File: src/rtl/pram_arb_pkg.sv
// pram_arb_pkg: shared types and constants for the PRAM arbiter.
//   arb_state_t - arbiter sequencing states
//   owner_t     - which side currently drives the RTC serial bus
//   PRAM_NBYTES - PRAM bytes moved per dump/restore job
//   CMD_*       - RTC command byte fields; pram_cmd() builds a full command
package pram_arb_pkg;

  typedef enum logic [2:0] {
    IDLE,
    WAIT_BUS,
    CS_SETUP,
    SHIFT_CMD,
    SHIFT_DATA,
    CS_RELEASE,
    NEXT,
    DONE
  } arb_state_t;

  typedef enum logic {
    OWNER_VIA,
    OWNER_HOST
  } owner_t;

  localparam int PRAM_NBYTES = 20;

  localparam int         CMD_READ_BIT  = 7;       // 1 = read from RTC
  localparam logic       CMD_LO_PREFIX = 1'b1;    // bytes 0..15: z1aaaa01
  localparam logic [2:0] CMD_HI_PREFIX = 3'b010;  // bytes 16..19: z010aa01
  localparam logic [1:0] CMD_SUFFIX    = 2'b01;

  // rd=1 builds a read (dump) command, rd=0 a write (restore) command.
  function automatic logic [7:0] pram_cmd(input logic rd, input logic [4:0] idx);
    logic [7:0] cmd;
    if (idx[4]) cmd = {1'b0, CMD_HI_PREFIX, idx[1:0], CMD_SUFFIX};
    else        cmd = {1'b0, CMD_LO_PREFIX, idx[3:0], CMD_SUFFIX};
    cmd[CMD_READ_BIT] = rd;
    return cmd;
  endfunction

endpackage

File: src/rtl/pram_arb_shifter.sv
// pram_shifter: CLK_DIV-timed 8-bit serial shift engine, MSB first.
//   clk, reset      - clock, synchronous active-high reset
//   start, tx_byte  - load tx_byte and begin shifting (ignored while active)
//   abort           - drop the current byte immediately, serial clock back high
//   sdi             - serial input, sampled in the last cycle of each low phase
//   sck, sdo        - serial clock (idles high) and serial output
//   done, rx_byte   - one-cycle pulse after the 8th high phase; received byte
module pram_shifter #(
  parameter int CLK_DIV = 16
) (
  input  logic       clk,
  input  logic       reset,
  input  logic       start,
  input  logic       abort,
  input  logic [7:0] tx_byte,
  input  logic       sdi,
  output logic       sck,
  output logic       sdo,
  output logic       done,
  output logic [7:0] rx_byte
);

  localparam int            HW      = (CLK_DIV > 1) ? $clog2(CLK_DIV) : 1;
  localparam logic [HW-1:0] HP_LAST = HW'(CLK_DIV - 1);

  logic          active;
  logic          phase_hi;
  logic [HW-1:0] hp_cnt;
  logic [2:0]    bit_cnt;
  logic [7:0]    tx_sh;
  logic [7:0]    rx_sh;

  always_ff @(posedge clk) begin
    done <= 1'b0;
    if (reset) begin
      active   <= 1'b0;
      phase_hi <= 1'b0;
      hp_cnt   <= '0;
      bit_cnt  <= '0;
      tx_sh    <= '0;
      rx_sh    <= '0;
      sck      <= 1'b1;
    end else if (abort) begin
      active   <= 1'b0;
      phase_hi <= 1'b0;
      hp_cnt   <= '0;
      bit_cnt  <= '0;
      sck      <= 1'b1;
    end else if (start && !active) begin
      // sck falls here and sdo presents bit 7 in the same cycle
      active   <= 1'b1;
      phase_hi <= 1'b0;
      hp_cnt   <= '0;
      bit_cnt  <= '0;
      tx_sh    <= tx_byte;
      sck      <= 1'b0;
    end else if (active) begin
      if (hp_cnt != HP_LAST) begin
        hp_cnt <= hp_cnt + HW'(1);
      end else begin
        hp_cnt <= '0;
        if (!phase_hi) begin
          rx_sh    <= {rx_sh[6:0], sdi};
          phase_hi <= 1'b1;
          sck      <= 1'b1;
        end else begin
          phase_hi <= 1'b0;
          bit_cnt  <= bit_cnt + 3'd1;   // wraps 7->0 at the byte boundary
          if (bit_cnt == 3'd7) begin
            active <= 1'b0;
            done   <= 1'b1;
          end else begin
            // next bit moves onto sdo only as sck falls
            sck   <= 1'b0;
            tx_sh <= {tx_sh[6:0], 1'b0};
          end
        end
      end
    end
  end

  assign sdo     = tx_sh[7];
  assign rx_byte = rx_sh;

endmodule

File: src/rtl/pram_arb.sv
// pram_arb: shares the RTC serial bus between the VIA and a host engine that
// dumps or restores PRAM one byte per bus tenure.
//   clk, reset                   - clock, synchronous active-high reset
//   via_cs/via_ck/via_do/via_di  - VIA side of the RTC serial bus
//   rtc_cs/rtc_ck/rtc_din/rtc_dout - RTC side of the serial bus
//   host_start/host_dir          - job request (dir 0 = dump, 1 = restore)
//   host_busy/host_done          - job in progress / one-cycle end pulse
//   bk_addr/bk_wdata/bk_we/bk_rdata - backing store byte interface
//
// state      | meaning
// IDLE       | no job, VIA owns the bus
// WAIT_BUS   | wait for via_cs high IDLE_MIN consecutive cycles
// CS_SETUP   | host owns bus, rtc_cs low, clock high, restore byte fetched
// SHIFT_CMD  | shift out the command byte
// SHIFT_DATA | shift the data byte (out on restore, in on dump)
// CS_RELEASE | rtc_cs high, clock high
// NEXT       | finish byte, hand bus back to VIA or finish job
// DONE       | host_done pulse
module pram_arb
  import pram_arb_pkg::*;
#(
  parameter int CLK_DIV  = 16,
  parameter int IDLE_MIN = 64,
  parameter int NBYTES   = PRAM_NBYTES
) (
  input  logic       clk,
  input  logic       reset,
  input  logic       via_cs,
  input  logic       via_ck,
  input  logic       via_do,
  output logic       via_di,
  output logic       rtc_cs,
  output logic       rtc_ck,
  output logic       rtc_din,
  input  logic       rtc_dout,
  input  logic       host_start,
  input  logic       host_dir,
  output logic       host_busy,
  output logic       host_done,
  output logic [4:0] bk_addr,
  output logic [7:0] bk_wdata,
  output logic       bk_we,
  input  logic [7:0] bk_rdata
);

  localparam int            HW      = (CLK_DIV > 1) ? $clog2(CLK_DIV) : 1;
  localparam logic [HW-1:0] HP_LAST = HW'(CLK_DIV - 1);
  localparam int            IW      = $clog2(IDLE_MIN + 1);
  localparam logic [IW-1:0] IDLE_LAST = IW'(IDLE_MIN - 1);
  localparam logic [4:0]    IDX_LAST  = 5'(NBYTES - 1);

  arb_state_t    state, state_nx;
  owner_t        owner;
  logic          dir;
  logic [4:0]    idx;
  logic [IW-1:0] idle_cnt;
  logic [HW-1:0] hp_cnt;
  logic [7:0]    tx_data;

  logic          hp_last;
  logic          idle_hit;
  logic          coll;
  logic          sh_start;
  logic [7:0]    sh_tx;
  logic          sh_sck;
  logic          sh_sdo;
  logic          sh_done;
  logic [7:0]    sh_rx;
  logic          eng_cs;
  logic          eng_ck;

  assign hp_last  = (hp_cnt == HP_LAST);
  assign idle_hit = via_cs && (idle_cnt == IDLE_LAST);
  // The VIA reclaims the bus by pulling via_cs low while the host is mid-byte.
  assign coll = (owner == OWNER_HOST) && !via_cs &&
                (state inside {CS_SETUP, SHIFT_CMD, SHIFT_DATA});

  pram_shifter #(.CLK_DIV(CLK_DIV)) u_shifter (
    .clk     (clk),
    .reset   (reset),
    .start   (sh_start),
    .abort   (coll),
    .tx_byte (sh_tx),
    .sdi     (rtc_dout),
    .sck     (sh_sck),
    .sdo     (sh_sdo),
    .done    (sh_done),
    .rx_byte (sh_rx)
  );

  always_ff @(posedge clk) begin
    if (reset) state <= IDLE;
    else       state <= state_nx;
  end

  always_comb begin
    state_nx = state;
    unique case (state)
      IDLE:       if (host_start) state_nx = WAIT_BUS;
      WAIT_BUS:   if (idle_hit) state_nx = CS_SETUP;
      CS_SETUP:   if (coll) state_nx = WAIT_BUS;
                  else if (hp_last) state_nx = SHIFT_CMD;
      SHIFT_CMD:  if (coll) state_nx = WAIT_BUS;
                  else if (sh_done) state_nx = SHIFT_DATA;
      SHIFT_DATA: if (coll) state_nx = WAIT_BUS;
                  else if (sh_done) state_nx = CS_RELEASE;
      CS_RELEASE: if (hp_last) state_nx = NEXT;
      NEXT:       state_nx = (idx == IDX_LAST) ? DONE : WAIT_BUS;
      DONE:       state_nx = IDLE;
      default:    state_nx = IDLE;
    endcase
  end

  always_comb begin
    host_busy = (state != IDLE);
    host_done = (state == DONE);
    sh_start  = !coll && ((state == CS_SETUP && hp_last) ||
                          (state == SHIFT_CMD && sh_done));
    sh_tx     = (state == CS_SETUP) ? pram_cmd(!dir, idx) :
                (dir ? tx_data : 8'h00);
    eng_cs    = !(state inside {CS_SETUP, SHIFT_CMD, SHIFT_DATA});
    eng_ck    = (state inside {SHIFT_CMD, SHIFT_DATA}) ? sh_sck : 1'b1;
    if (owner == OWNER_VIA) begin
      rtc_cs  = via_cs;
      rtc_ck  = via_ck;
      rtc_din = via_do;
      via_di  = rtc_dout;
    end else begin
      rtc_cs  = eng_cs;
      rtc_ck  = eng_ck;
      rtc_din = sh_sdo;
      via_di  = 1'b1;
    end
  end

  always_ff @(posedge clk) begin
    if (reset) begin
      owner    <= OWNER_VIA;
      dir      <= 1'b0;
      idx      <= '0;
      idle_cnt <= '0;
      hp_cnt   <= '0;
      tx_data  <= '0;
      bk_we    <= 1'b0;
      bk_wdata <= '0;
    end else begin
      bk_we <= 1'b0;
      unique case (state)
        IDLE: begin
          if (host_start) begin
            dir <= host_dir;
            idx <= '0;
          end
        end
        WAIT_BUS: begin
          // After a collision the host holds rtc_cs high here for one
          // cycle so the RTC sees a clean deselect before the VIA's frame.
          if (owner == OWNER_HOST) owner <= OWNER_VIA;
          if (!via_cs) begin
            idle_cnt <= '0;
          end else if (idle_hit) begin
            idle_cnt <= '0;
            owner    <= OWNER_HOST;
          end else begin
            idle_cnt <= idle_cnt + IW'(1);
          end
        end
        CS_SETUP: begin
          hp_cnt <= (hp_last || coll) ? '0 : hp_cnt + HW'(1);
          if (hp_last) tx_data <= bk_rdata;
        end
        SHIFT_CMD: begin
        end
        SHIFT_DATA: begin
          if (!coll && sh_done && !dir) begin
            bk_we    <= 1'b1;
            bk_wdata <= sh_rx;
          end
        end
        CS_RELEASE: begin
          hp_cnt <= hp_last ? '0 : hp_cnt + HW'(1);
        end
        NEXT: begin
          if (idx != IDX_LAST) begin
            idx   <= idx + 5'd1;
            owner <= OWNER_VIA;
          end
        end
        DONE: begin
          owner <= OWNER_VIA;
        end
        default: begin
        end
      endcase
    end
  end

  assign bk_addr = idx;

endmodule

File: config.mk
export PLATFORM = sky130hd
export DESIGN_NAME = pram_arb
export DESIGN_NICKNAME = d
export VERILOG_FILES = /design/src/rtl/pram_arb_pkg.sv /design/src/rtl/pram_arb_shifter.sv /design/src/rtl/pram_arb.sv
export SDC_FILE = /design/constraint.sdc
export NUM_CORES = 1
export LEC_CHECK = 0
export ABC_AREA = 1
export BUFFER_PORTS_ARGS = -buffer_cell sky130_fd_sc_hd__buf_4
export CAP_MARGIN = 0
export CORE_UTILIZATION = 50
export CTS_CLUSTER_DIAMETER = 40
export DETAILED_ROUTE_END_ITERATION = 10
export PLACE_DENSITY = 0.81
export REMOVE_ABC_BUFFERS = 1
export SLEW_MARGIN = 20
export SYNTH_ARGS = -nofsm -noshare
export SYNTH_HDL_FRONTEND = slang
export SYNTH_SLANG_ARGS = --single-unit
File: constraint.sdc
create_clock -name clk -period 1.7 [get_ports clk]
set_input_delay 0.34 -clock clk [delete_from_list [all_inputs] [get_ports clk]]
set_output_delay 0.34 -clock clk [all_outputs]
set_load 0.05 [all_outputs]
==> results of run 1 <==
==> per-layer routing <==
metal | share of wire [%] | track usage [%]
met1 | 46 | 29.3
met2 | 48 | 37.9
met3 | 4.0 | 4.09
met4 | 2.5 | 12.3
met5 | 0 | 0
==> cell families after synthesis <==
family,share of synthesized area (%)
simple gates,33.7
compound gates,12.9
flops,42.6
buf+inv,7.13
fa+ha+maj,2.46
xor+xnor,1.15
==> final cells by class <==
class / instances / area, um^2
clock buffers: 14 / 173
clock inverters: 2 / 35.0
fillers: 521 / 2150
inverters: 42 / 158
multi-input cells: 322 / 1620
flip-flops and latches: 65 / 1320
well taps: 75 / 93.8
repair buffers: 50 / 383
==> metrics by stage <==
stage | worst slack [ns] | total power [mW] | std cells | TNS (ns) | util, %
6_report | -0.00366 | 4.40 | 570 | -0.00366 | 63.7
4_1_cts | -0.00175 | 4.29 | 568 | -0.00175 | 62.3
2_1_floorplan | -0.443 | 2.52 | 429 | -0.750 | -
3_3_place_gp | 0.0686 | 2.84 | 552 | 0 | 58.2
3_5_place_dp | 0.0344 | 2.86 | 552 | 0 | 58.2
5_1_grt | -0.0517 | 4.63 | 570 | -0.143 | 63.7
==> final timing paths <==
kind / slack, ns / endpoint / cells past startpoint / startpoint
worst min register to register: 0.46 / idle_cnt[6]$_SDFFE_PP0P_ / 2 / idle_cnt[6]$_SDFFE_PP0P_
worst max register to register: 0.12 / u_shifter.tx_sh[5]$_SDFFE_PP0P_ / 11 / state[2]$_SDFFE_PP0P_
worst min-delay path: 0.24 / hp_cnt[0]$_SDFFE_PP0P_ / 2 / reset
worst max-delay path: -0.004 / rtc_ck / 5 / state[2]$_SDFFE_PP0P_
==> power groups by stage <==
| stage | Sequential, mW | Combinational [mW] | Clock [mW] |
|---|---|---|---|
| after CTS | 1.72 | 1.18 | 1.39 |
| after floorplan | 1.74 | 0.783 | 0 |
| final | 1.73 | 1.30 | 1.36 |
| after detailed placement | 1.73 | 1.13 | 0 |
| after global routing | 1.74 | 1.42 | 1.47 |
| after global placement | 1.73 | 1.10 | 0 |
==> worst max-delay path, cell delays in order, from the launching register on <==
cell     delay [ns]
dfxtp_4        0.40
inv_2          0.07
nand2_4        0.08
o21ai_4        0.07
a21oi_2        0.20
buf_6          0.18
==> flip-flops by register name, indices dropped and copies added (netlist names) <==
register / count
tx_data: 8
dir: 1
bk_wdata: 8
u_shifter.hp_cnt: 4
idle_cnt: 7
u_shifter.phase_hi: 1
hp_cnt: 4
u_shifter.active: 1
u_shifter.tx_sh: 8
bk_we: 1
u_shifter.bit_cnt: 3
bk_addr: 5
state: 3
u_shifter.done: 1
u_shifter.sck: 1
u_shifter.rx_byte: 8
owner: 1
==> repair_timing <==
| item | in CTS | in global routing |
|---|---|---|
| setup endpoints to repair | 4 | 22 |
| hold buffers | 0 | 0 |
| setup buffers | 0 | 2 |
| resized for setup | 15 | 22 |
| pin swaps | 0 | 3 |
==> cell usage in the layout, fill, tap and decap left out, drive strengths merged <==
master | synthesis | routed
a211oi | 3 | 3
a21oi | 36 | 36
a22oi | 1 | 1
and2 | 1 | 1
and3 | 1 | 1
buf | 5 | 50
bufinv | 0 | 1
clkbuf | 6 | 14
clkinv | 0 | 1
dfxtp | 65 | 65
ha | 6 | 6
inv | 42 | 42
nand2 | 111 | 111
nand3 | 34 | 34
nand4 | 3 | 3
nor2 | 74 | 74
nor3 | 7 | 7
nor3b | 2 | 2
nor4 | 2 | 2
o211ai | 1 | 1
o21a | 1 | 1
o21ai | 31 | 31
o22ai | 1 | 1
o31ai | 1 | 1
or2 | 2 | 2
xor2 | 4 | 4
==> reports/qor.txt, run 1 <==
Max-slew violations: 0
Area of the core: 5920 um^2
Data arrival, critical path: 1.36 ns
Sw frac: 35.9%
Clock skew: 0.00657 ns
DRC: 0
GRT Total Usage: 23.3%
Port Buffers: 35
Die area: 6420 um^2
Switching power: 1.58 mW
Fin. Hold Viols: 0
Seq/Total Area, Yosys: 42.6%
Post-synth EDFFs: 0
Synthesized instance count: 440
RSZ-0062 raised after global routing: yes
Max-slew headroom: 69.5%
Clock Power Share: 31.0%
Post-synthesis async set-or-reset flop share: 0%
Clk_lat worst skew: 0.34 ns
First-pass GRT wire length: 11,500 um
Leakage power: 1.67 nW
Register bit count reported by yosys: 65
DRT Wirelength: 7170 um
DIE HEIGHT: 80.1 um
GR Overflow Total: 0
Post-synth top cells: nand2_1, nor2_1, dfxtp_1
Initial DRC count: 171
Largest cells by area after synthesis: dfxtp_1, nand2_1, nor2_1
Vias in the first global route: 2,643
CP Data Required Time: 1.36 ns
Initial antenna violation count: 0
CTS Buffer Depth: 2
Violated checks: setup timing
Setup CP Type: reg2out
DR pass1 iterations: 5
Hold_ws: 0.239 ns
Fin area: 3770 um^2
Achievable frequency: 587 MHz
CTS buffer count: 9
Final worst-path cycle share: 100%
HPWL after DPL: 5030 um
Row cnt: 28
Count leader, synth: nand2_1
Layout area overhead: 23.6%
Ant diodes: 0
Via count: 2,979
Post-route setup slack: -0.00366 ns
Clock root buffer: clkbuf_8
Seq pwr share: 39.4%
Crit path launch type: register
Pwr dens: 1170 nW/um^2
Starting density of the core: 51.6%
Vias/cell: 5.23
Netlist Area Pre-Place: 3050 um^2
Drt wl/cell: 12.6 um
Peak supply drop: 0.896 mV
Worst slew pin tran: 0.455 ns
Pin count of the biggest net entering global routing: 19
Maxcap violations: 0
Clk slew on worst S/H paths: 0.07 ns
Unique masters post-synth: 34
Main synth FF type: dfxtp_1
Die width: 80.1 um
Class of the worst hold path: in2reg
Yosys top cell by area: dfxtp_1
I/O pin count: 36
Placed Area: 3450 um^2
Share of the synthesized area in the top cell type: 42.6%
P_int: 2.82 mW
Worst setup EP type: primary output
Outcome: finished, violations left
GPL Wtd Cong: 0.827
Clock sink count: 65
Final setup violation count: 1
Post-route ant nets: 0
Crit Path Max Fanout: 7
Final worst path period need: 1.70 ns
Nets: 512
Layout cells sized above 1: 21.2%
Clock tree from TritonCTS: done
Logic pwr share: 29.6%
Syn Area/Cell: 6.94 um^2
Number of synthesis warnings: 0
H-tree Lvls: 3
(Power assumes the default switching activity.)
==> run 2: changes to the inputs <==
GPL_TIMING_DRIVEN = 0   (was unset)
==> run 2 against run 1 <==
  * The run still ends with setup timing left
  * Final cell count is 0.35% higher
  * Clock power is 5% lower
  * Register-to-register slack worse by 0.10 ns
  * Critical path depth stayed put
  * Non-clock buffer count is 1 higher
  * Critical endpoint unchanged
  * Utilization is 1.4 points higher
  * Largest cell class unchanged
  * Sequential cell count stayed put
  * Worst setup slack worse by 0.0029 ns
  * Design area is 2.2% higher
  * Worst hold slack better by 0.0060 ns
  * Global-route usage is 0.85 points lower
  * First-iteration DRC count is 29% higher
==> reports/qor.txt, run 2 (synthesis gave the netlist of run 1 again) <==
Outcome: finished, violations left
Violated checks: setup timing
GRT Total Usage: 22.5%
CTS buffer count: 9
Hold_ws: 0.244 ns
Commonest cells after routing, fill and taps aside: nand2_1, nor2_1, dfxtp_1, buf_4
Data arrival, critical path: 1.37 ns
Clk_lat worst skew: 0.34 ns
Leakage power: 1.67 nW
Clock tree from TritonCTS: done
Ant diodes: 0
DR pass1 iterations: 5
Max-slew violations: 0
HPWL after DPL: 4560 um
Maxcap violations: 0
DRC: 0
H-tree Lvls: 3
P_int: 2.79 mW
Crit Path Max Fanout: 6
I/O pin count: 36
Worst R2R Setup Slack: 0.02 ns
Pin count of the biggest net entering global routing: 30
Via count: 3,028
Logic pwr share: 32.0%
Area of the core: 5920 um^2
Final worst path period need: 1.71 ns
Sw frac: 37.4%
Worst setup EP type: primary output
CP Data Required Time: 1.36 ns
Starting density of the core: 51.6%
Pwr dens: 1160 nW/um^2
Vias in the first global route: 2,612
Initial DRC count: 220
Placed Area: 3350 um^2
Clock skew: 0.0110 ns
First-pass GRT wire length: 11,200 um
Final setup violation count: 1
Most common cell after layout, fill and taps aside: nand2_1
Fillers: 484
Die width: 80.1 um
Final worst-path cycle share: 100%
DRT Wirelength: 7550 um
Port Buffers: 35
Drt wl/cell: 13.2 um
# hold bufs at CTS: 0
Clock sink count: 65
Die area: 6420 um^2
Clock root buffer: clkbuf_8
Clk slew on worst S/H paths: 0.07 ns
Nets: 514
CTS Buffer Depth: 2
Row cnt: 28
DIE HEIGHT: 80.1 um
Class of the worst hold path: in2reg
Seq pwr share: 39.1%
Setup CP Type: reg2out
Switching power: 1.67 mW
Vias/cell: 5.29
Post-route setup slack: -0.00657 ns
Peak supply drop: 0.894 mV
GR Overflow Total: 0
Worst slew pin tran: 0.806 ns
Non-Filler Instances: 572
Crit path launch type: register
Achievable frequency: 586 MHz
Post-route ant nets: 0
GPL Wtd Cong: 0.874
Initial antenna violation count: 0
Clock Power Share: 28.9%
Layout cells sized above 1: 22.7%
Fin. Hold Viols: 0
RSZ-0062 raised after global routing: yes
Fin area: 3860 um^2
Max-slew headroom: 46.2%
Layout area overhead: 26.4%
Inst Count DP: 539
==> run 2: critical path, stage by stage (launching register included) <==
cell and delay, ns:
dfxtp_4 0.41, inv_4 0.06, nand2_4 0.10, o21ai_4 0.08, a21oi_2 0.19, buf_6 0.18
==> run 2: cell type report <==
| type | instances | area (um^2) | area share [%] |
|---|---|---|---|
| multi-input cells | 323 | 1670 | 43.4 |
| flip-flops and latches | 65 | 1320 | 34.2 |
| repair buffers | 51 | 415 | 10.8 |
| inverters | 42 | 166 | 4.31 |
| clock buffers | 14 | 153 | 3.96 |
| well taps | 75 | 93.8 | 2.43 |
| clock inverters | 2 | 37.5 | 0.973 |
==> run 2: worst paths after layout <==
check                                 from                                 to  cells after the start
setup / recovery     state[2]$_SDFFE_PP0P_                             rtc_ck                      5
hold / removal                 bk_rdata[2]            tx_data[2]$_SDFFE_PP0N_                      3
setup reg to reg        owner$_SDFFE_PP0P_  u_shifter.rx_byte[4]$_SDFFE_PP0P_                      8
hold reg to reg   idle_cnt[6]$_SDFFE_PP0P_           idle_cnt[6]$_SDFFE_PP0P_                      2
==> run 2: layer usage <==
metal | share of wire [%] | GRT usage, %
met1 | 42 | 27.2
met2 | 49 | 37.3
met3 | 5.8 | 4.43
met4 | 3.5 | 12.1
met5 | 0 | 0
==> run 2: repair_timing <==
item | 4_1_cts | 5_1_grt
endpoints found under the hold margin | 0 | 0
resized for setup | 25 | 29
buffers inserted | 2 | 14
gates cloned | 0 | 1
setup endpoints to repair | 41 | 35
pin swaps | 1 | 7
==> run 2: power by group through the flow <==
stage	Combinational [mW]	Clock, mW	Sequential [mW]
after floorplan	0.783	0	1.74
after global placement	1.07	0	1.73
after detailed placement	1.09	0	1.73
after CTS	1.14	1.30	1.72
after global routing	1.55	1.38	1.75
final	1.43	1.29	1.74
==> run 2: stage by stage <==
stage | util, % | setup WS [ns] | setup TNS (ns) | power (mW)
floorplan | - | -0.443 | -0.750 | 2.52
global placement | 56.6 | -0.180 | -2.29 | 2.80
detailed placement | 56.6 | -0.213 | -2.81 | 2.82
CTS | 61.2 | 0.00976 | 0 | 4.16
global route | 65.2 | -0.0881 | -0.755 | 4.68
finish | 65.2 | -0.00657 | -0.00657 | 4.46
